==> src/rtl/fetch_stage.sv <==
// Instruction-fetch stage: owns the PC, keeps one memory request in flight and queues the
// returned instructions (with their PCs) for decode. A redirect flushes the queue.
module fetch_stage #(
    parameter int unsigned      XLEN         = 32,
    parameter logic [XLEN-1:0]  RESET_VECTOR = '0,
    parameter int unsigned      DEPTH        = 4
) (
    input  logic            fetch_stage_clock_in,
    input  logic            fetch_stage_reset_in,
    output logic            fetch_stage_mem_req_out,
    output logic [XLEN-1:0] fetch_stage_mem_addr_out,
    input  logic            fetch_stage_mem_gnt_in,
    input  logic            fetch_stage_mem_rvalid_in,
    input  logic [31:0]     fetch_stage_mem_data_in,
    input  logic            fetch_stage_redir_valid_in,
    input  logic [XLEN-1:0] fetch_stage_redir_target_in,
    output logic            fetch_stage_ins_valid_out,
    input  logic            fetch_stage_ins_ready_in,
    output logic [31:0]     fetch_stage_ins_data_out,
    output logic [XLEN-1:0] fetch_stage_ins_pc_out
);
    localparam int unsigned PTR_W = (DEPTH > 1) ? $clog2(DEPTH) : 1;
    localparam int unsigned CNT_W = PTR_W + 1;
    localparam logic [CNT_W-1:0] DEPTH_CNT = CNT_W'(DEPTH);

    typedef enum logic [1:0] {
        ST_ISSUE   = 2'd0,
        ST_WAIT    = 2'd1,
        ST_DISCARD = 2'd2
    } state_e;

    state_e            state_q, state_d;
    logic [XLEN-1:0]   pc_q, pc_d;
    logic [XLEN-1:0]   req_pc_q, req_pc_d;
    logic              req_q, req_d;
    logic [PTR_W-1:0]  wr_ptr_q, wr_ptr_d;
    logic [PTR_W-1:0]  rd_ptr_q, rd_ptr_d;
    logic [CNT_W-1:0]  count_q, count_d;
    logic [31:0]       data_mem_q [DEPTH];
    logic [XLEN-1:0]   pc_mem_q   [DEPTH];

    logic              granted;
    logic              push;
    logic              pop;
    logic              ins_valid;

    assign ins_valid = (count_q != '0);

    // Next-state: fetch FSM, PC, FIFO bookkeeping; redirect overrides everything last.
    always_comb begin
        state_d  = state_q;
        pc_d     = pc_q;
        req_pc_d = req_pc_q;
        wr_ptr_d = wr_ptr_q;
        rd_ptr_d = rd_ptr_q;
        push     = 1'b0;
        granted  = req_q && fetch_stage_mem_gnt_in;
        pop      = ins_valid && fetch_stage_ins_ready_in;

        unique case (state_q)
            ST_ISSUE: begin
                if (granted) begin
                    state_d  = ST_WAIT;
                    req_pc_d = pc_q;
                    pc_d     = pc_q + XLEN'(4);
                end
            end
            ST_WAIT: begin
                if (fetch_stage_mem_rvalid_in) begin
                    state_d = ST_ISSUE;
                    push    = 1'b1;
                end
            end
            ST_DISCARD: begin
                if (fetch_stage_mem_rvalid_in) begin
                    state_d = ST_ISSUE;
                end
            end
            default: state_d = ST_ISSUE;
        endcase

        if (fetch_stage_redir_valid_in) begin
            push = 1'b0;
            pc_d = fetch_stage_redir_target_in & ~XLEN'(3);
            if (state_q == ST_ISSUE) begin
                state_d = granted ? ST_DISCARD : ST_ISSUE;
            end else begin
                state_d = fetch_stage_mem_rvalid_in ? ST_ISSUE : ST_DISCARD;
            end
        end

        if (push) begin
            wr_ptr_d = wr_ptr_q + PTR_W'(1);
        end
        if (pop) begin
            rd_ptr_d = rd_ptr_q + PTR_W'(1);
        end
        count_d = count_q + CNT_W'(push) - CNT_W'(pop);

        if (fetch_stage_redir_valid_in) begin
            wr_ptr_d = '0;
            rd_ptr_d = '0;
            count_d  = '0;
        end

        req_d = (state_d == ST_ISSUE) && (count_d < DEPTH_CNT);
    end

    always_ff @(posedge fetch_stage_clock_in or negedge fetch_stage_reset_in) begin
        if (!fetch_stage_reset_in) begin
            state_q  <= ST_ISSUE;
            pc_q     <= RESET_VECTOR;
            req_pc_q <= '0;
            req_q    <= 1'b0;
            wr_ptr_q <= '0;
            rd_ptr_q <= '0;
            count_q  <= '0;
            for (int unsigned i = 0; i < DEPTH; i++) begin
                data_mem_q[i] <= '0;
                pc_mem_q[i]   <= '0;
            end
        end else begin
            state_q  <= state_d;
            pc_q     <= pc_d;
            req_pc_q <= req_pc_d;
            req_q    <= req_d;
            wr_ptr_q <= wr_ptr_d;
            rd_ptr_q <= rd_ptr_d;
            count_q  <= count_d;
            if (push) begin
                data_mem_q[wr_ptr_q] <= fetch_stage_mem_data_in;
                pc_mem_q[wr_ptr_q]   <= req_pc_q;
            end
        end
    end

    assign fetch_stage_mem_req_out   = req_q;
    assign fetch_stage_mem_addr_out  = pc_q;
    assign fetch_stage_ins_valid_out = ins_valid;
    assign fetch_stage_ins_data_out  = data_mem_q[rd_ptr_q];
    assign fetch_stage_ins_pc_out    = pc_mem_q[rd_ptr_q];

endmodule

==> config.mk <==
export PLATFORM = sky130hd
export DESIGN_NAME = fetch_stage
export DESIGN_NICKNAME = d
export VERILOG_FILES = /design/src/rtl/fetch_stage.sv
export SDC_FILE = /design/constraint.sdc
export NUM_CORES = 1
export LEC_CHECK = 0
export BUFFER_PORTS_ARGS = -buffer_cell sky130_fd_sc_hd__buf_2
export CORE_MARGIN = 2
export CORE_UTILIZATION = 55
export CTS_BUF_LIST = sky130_fd_sc_hd__clkbuf_8
export DETAILED_ROUTE_END_ITERATION = 10
export PLACE_DENSITY = 0.76
export SYNTH_ARGS = -nofsm -noshare
export SYNTH_HDL_FRONTEND = slang
export SYNTH_SLANG_ARGS = --single-unit
==> constraint.sdc <==
create_clock -name fetch_stage_clock_in -period 7.1 [get_ports fetch_stage_clock_in]
set_clock_uncertainty 0.1 [all_clocks]
set_input_delay 1.065 -clock fetch_stage_clock_in [delete_from_list [all_inputs] [get_ports fetch_stage_clock_in]]
set_output_delay 1.065 -clock fetch_stage_clock_in [all_outputs]
set_load 0.03 [all_outputs]
# Word-level counts from Yosys, hierarchy flattened

Index checks and enable logic that the tools add are counted.

Bits in registers: 330
Output and inout bits: 98

Add/sub/neg operators: 5
$lt $le $gt $ge: 4
Eq/ne operators: 2
Muxes and demuxes: 28
Bitwise gates (word level): 2
Reductions and logical operators: 14

Operator list:

| operator                                                              | count |
|---|---|
| 128-bit bitwise mux                                                   | 2 |
| 32-bit 2-to-1 mux                                                     | 8 |
| 32-bit binary-select mux with 2-bit select                            | 2 |
| 32-bit demux with 2-bit select                                        | 1 |
| 32-bit by 3-bit adder with 32-bit output (second input constant)      | 1 |
| 2-bit 2-to-1 mux                                                      | 10 |
| 2-bit nonzero test                                                    | 4 |
| 3-bit >= comparator (second input constant)                           | 2 |
| 2-bit NOT with 3-bit output                                           | 2 |
| 2-bit by 1-bit adder with 2-bit output (second input constant)        | 2 |
| 1-bit logical AND                                                     | 4 |
| 2-bit zero test                                                       | 2 |
| 2-bit one-hot mux with 2 select lines                                 | 1 |
| 2-bit AND reduction                                                   | 2 |
| 3-bit by 1-bit adder with 3-bit output                                | 1 |
| 3-bit by 1-bit < comparator with 1-bit output (second input constant) | 1 |
| 3-bit < comparator (second input constant)                            | 1 |
| 1-bit 2-to-1 mux                                                      | 3 |
| 3-bit 2-to-1 mux                                                      | 1 |
| 3-bit nonzero test                                                    | 1 |
| 3-bit by 1-bit subtractor with 3-bit output                           | 1 |
| 2-bit by 1-bit == test with 1-bit output (second input constant)      | 1 |
| 2-bit == test (second input constant)                                 | 1 |
| 2-bit OR reduction                                                    | 1 |

# Depth between registers and ports, before layout

Depth in word-level cells: 8
Gate-level depth with buffers: 13
Gate-level depth less buffers: 13

# Worst setup path before layout

OpenSTA, ideal clock, no wires.

Path kind: register to output
Start point: register rd_ptr_q[0]
End point: output fetch_stage_ins_data_out[0]
Arrival time: 1.904 ns
Required time: 5.935 ns
Slack: 4.031 ns
Stages on the path, launching flop included: 4
Path through: dfrtp_1 -> clkbuf_1 -> buf_1 -> mux4_2

Longest elaborated chain between the ends: 4

RTL lines:

| element                                              | line | RTL |
|---|---|---|
| from (decl)                                          | 37   | `logic [PTR_W-1:0] rd_ptr_q, rd_ptr_d;` |
| from (signal assigned)                               | 128  | `rd_ptr_q <= rd_ptr_d;` |
| 2-bit NOT with 3-bit output (not written as such)    | 140  | `assign fetch_stage_ins_data_out = data_mem_q[rd_ptr_q];` |
| 32-bit binary-select mux with 2-bit select           | 140  |  |
| 32-bit 2-to-1 mux (not written as such) (2 in a row) | 140  |  |
| to (decl)                                            | 19   | `output logic [31:0] fetch_stage_ins_data_out,` |

No other way between the ends. The select of a mux whose other input is x is not followed.

# Final worst setup path

Start point: register rd_ptr_q[0]
End point: output fetch_stage_ins_data_out[18]

Same word-level chain as after synthesis.

==> flow_metrics.env <==
export IMPL_synth_seq_cells=318
export IMPL_synthSimpleGateAreaFrac_pct=6.67
export IMPL_fin_crit_ns=4.14
export IMPL_report_final_slew_viol_count=0
export IMPL_hold_path_class="reg -> reg"
export IMPL_cts_resized=0
export IMPL_dpl_hpwl_um=16800
export IMPL_cts_tree="done"
export IMPL_cp_top_family="flip-flops"
export IMPL_crit_chain="buf_4 -> mux4_2 -> buf_2"
export IMPL_rsz0062_at_grt="false"
export IMPL_powerDensity_nw_per_um2=356
export IMPL_final_core_util_pct=64.3
export IMPL_critical_path_max_stage_delay_ns=1.03
export IMPL_power_uw=5740
export IMPL_synth_avg_cell_area_um2=14.2
export IMPL_antenna_found_initial=0
export IMPL_grt_pass1_vias=9112
export IMPL_seq_area_frac_synth_pct=56.7
export IMPL_dr_pass1_iters=4
export IMPL_yosysUniqueCellTypes=37
export IMPL_crit_arrival_ns=2.98
export IMPL_ant_nets=0
export IMPL_die_y_um=164
export IMPL_rows=58
export IMPL_cts_hold_buf=0
export IMPL_numCtsBuffers=52
export IMPL_antennaDiodeCount=0
export IMPL_htreeDepth=2
export IMPL_min_period_over_period_pct=58.4
export IMPL_drive_gt1_share_pct=46.7
export IMPL_grt_overflow=0
export IMPL_place_inst=1426
export IMPL_cpMaxStageDelayCell="dfrtp_4"
export IMPL_synth_area_mux_share_pct=29.9
export IMPL_path_max_fanout=42
export IMPL_drv_cap=0
export IMPL_path_clk_slew_ns=0.06
export IMPL_p_leak_uw=0.00805
export IMPL_clockRootBuffer="clkbuf_8"
export IMPL_critical_path_buf_inv_count=2
export IMPL_slew_headroom_pct=30.5
export IMPL_worstPathRequired_ns=5.93
export IMPL_outcome="completed"
export IMPL_port_buffers=161
export IMPL_critPathKind="reg -> out"
export IMPL_synthXorXnorAreaFrac_pct=0.936
export IMPL_place_congestion=0.818
export IMPL_final_nets=1231
export IMPL_gr_usage_all_layers_pct=22.1
export IMPL_start_util_pct=55.9
export IMPL_first_iter_violations=429
export IMPL_finalHoldViolCount=0
export IMPL_max_freq_mhz=241
export IMPL_setup_viol=0
export IMPL_startpoint_type="flop"
export IMPL_detail_route_wl_per_cell_um=18.8
export IMPL_cts_buffer_depth=3
export IMPL_die_area_um2=26800
export IMPL_synthesis_area_um2=14000
export IMPL_cts_sinks=318
export IMPL_ys_warn_count=0
export IMPL_drt_total_wl_um=28600
export IMPL_via_per_inst=5.73
export IMPL_synth_top_family_by_area="multiplexers"
export IMPL_grt_first_pass_wirelength_um=47000
export IMPL_post_cts_buffers=0
export IMPL_core_area_um2=25100
export IMPL_end_kind="primary output"
export IMPL_syn_inst=988
export IMPL_area_growth_pct=14.9
export IMPL_dieWidth_um=164
export IMPL_io_pins=168
export IMPL_drc=0
export IMPL_vias=8696
export IMPL_grt_max_degree=175
export IMPL_insertion_delay_ns=0.57
export IMPL_synth_compound_area_share_pct=2.58
export IMPL_ir_drop_mv=0.189
export IMPL_worst_pin_slew_ns=1.04
export IMPL_holdWs_ns=0.398
export IMPL_instances_no_fill=1518
export IMPL_tns_ns=0
export IMPL_synthAdderAreaFrac_pct=1.03
-- stage by stage --
| stage | setup slack [ns] | area [µm²] |
|---|---|---|
| 6_report | 2.96 | 16100 |
| 5_1_grt | 2.74 | 16100 |
| 3_5_place_dp | 3.42 | 15100 |
| 4_1_cts | 2.84 | 16100 |
| 3_3_place_gp | 3.40 | 15100 |
| 2_1_floorplan | 4.03 | 14100 |
-- power breakdown --
group          leakage (µW)  internal [µW]  total, µW  switching [µW]
clock              0.000614            848       1540             695
combinational       0.00320            746       1720             977
sequential          0.00424           2150       2470             329
total               0.00805           3740       5740            2000
-- logic make-up (layout without fill, tap and decap cells) --
logic type      after synthesis  in the layout
compound gates               58             58
xor+xnor                     15             15
fa+ha+maj                    11             11
buf+inv                      73            270
flops                       318            318
mux                         311            311
other cells                   1              4
simple gates                201            201
-- state kept, by name, summed over array words and instances, names as in the netlist --
name / cells
pc_mem_q: 120
rd_ptr_q: 2
data_mem_q: 128
count_q: 3
fetch_stage_mem_addr_out: 30
wr_ptr_q: 2
req_pc_q: 30
fetch_stage_mem_req_out: 1
state_q: 2
-- path summary, 6_finish.rpt --
kind | endpoint | slack (ns) | depth (start not counted) | start
hold / removal | data_mem_q[50]$_DFFE_PN0P_ | 0.40 | 1 | data_mem_q[50]$_DFFE_PN0P_
hold reg to reg | data_mem_q[50]$_DFFE_PN0P_ | 0.40 | 1 | data_mem_q[50]$_DFFE_PN0P_
setup / recovery | fetch_stage_ins_data_out[18] | 2.96 | 3 | rd_ptr_q[0]$_DFFE_PN0P_
max in group asynchronous | rd_ptr_q[1]$_DFFE_PN0P_ | 5.08 | 2 | fetch_stage_reset_in
setup reg to reg | fetch_stage_mem_req_out$_DFF_PN0_ | 4.08 | 13 | state_q[1]$_DFF_PN0_
min in group asynchronous | data_mem_q[67]$_DFFE_PN0P_ | 0.41 | 1 | fetch_stage_reset_in
-- cells in the mapped netlist --
library cell | number | area share, %
buf_4 | 4 | 0.21
fa_1 | 1 | 0.14
inv_1 | 10 | 0.27
ha_1 | 10 | 0.89
nor3_1 | 3 | 0.11
a31oi_1 | 17 | 0.76
or3_1 | 5 | 0.22
clkinv_1 | 1 | 0.027
or4_4 | 1 | 0.080
and2_1 | 1 | 0.045
o31a_1 | 3 | 0.19
dfrtp_1 | 318 | 57
nand4_1 | 11 | 0.49
buf_6 | 2 | 0.16
o31ai_1 | 14 | 0.75
and4_1 | 3 | 0.19
a21oi_1 | 2 | 0.071
xor2_1 | 6 | 0.37
mux4_2 | 62 | 9.9
or4_1 | 15 | 0.80
nand2b_1 | 1 | 0.045
nand3_4 | 1 | 0.12
nand2_1 | 112 | 3.0
xnor2_1 | 9 | 0.56
o21ai_0 | 21 | 0.75
and3_1 | 3 | 0.13
nor4_1 | 5 | 0.22
nor2_1 | 27 | 0.72
nor2b_1 | 2 | 0.089
or2_0 | 1 | 0.045
conb_1 | 1 | 0.027
mux2_2 | 248 | 20
buf_1 | 12 | 0.32
nand3_1 | 10 | 0.36
a221o_1 | 1 | 0.071
mux2i_1 | 1 | 0.071
clkbuf_1 | 44 | 1.2
-- layer usage --
layer / GRT usage, % / share of wire (%) / wire (µm) / vias to the layer above
met5: 0 / 0 / 0 / -
met3: 4.67 / 6.1 / 1750 / 52
met1: 30.5 / 44 / 12600 / 4459
li1: - / - / - / 3929
met2: 35.9 / 48 / 13600 / 256
met4: 6.18 / 2.2 / 632 / 0
-- cell usage in the layout (no fill, tap or decap), types with 17 or more instances in the layout --
cell type and n:
buf_2 160, dfrtp_1 316, nand2_1 108, a31oi_1 17
nor2_1 27, mux4_2 62, clkbuf_8 68, inv_1 32
o21ai_0 21, mux2_2 248
-- final cells by class --
class	count	area (µm²)
Clock inverter	24	92.6
Fill cell	1904	8970
Inverter	11	41.3
Clock buffer	68	936
Sequential cell	318	7960
Timing Repair Buffer	167	873
Multi-Input combinational cell	600	5820
Tap cell	330	413
Note: power is estimated with default switching activity, not from simulation.
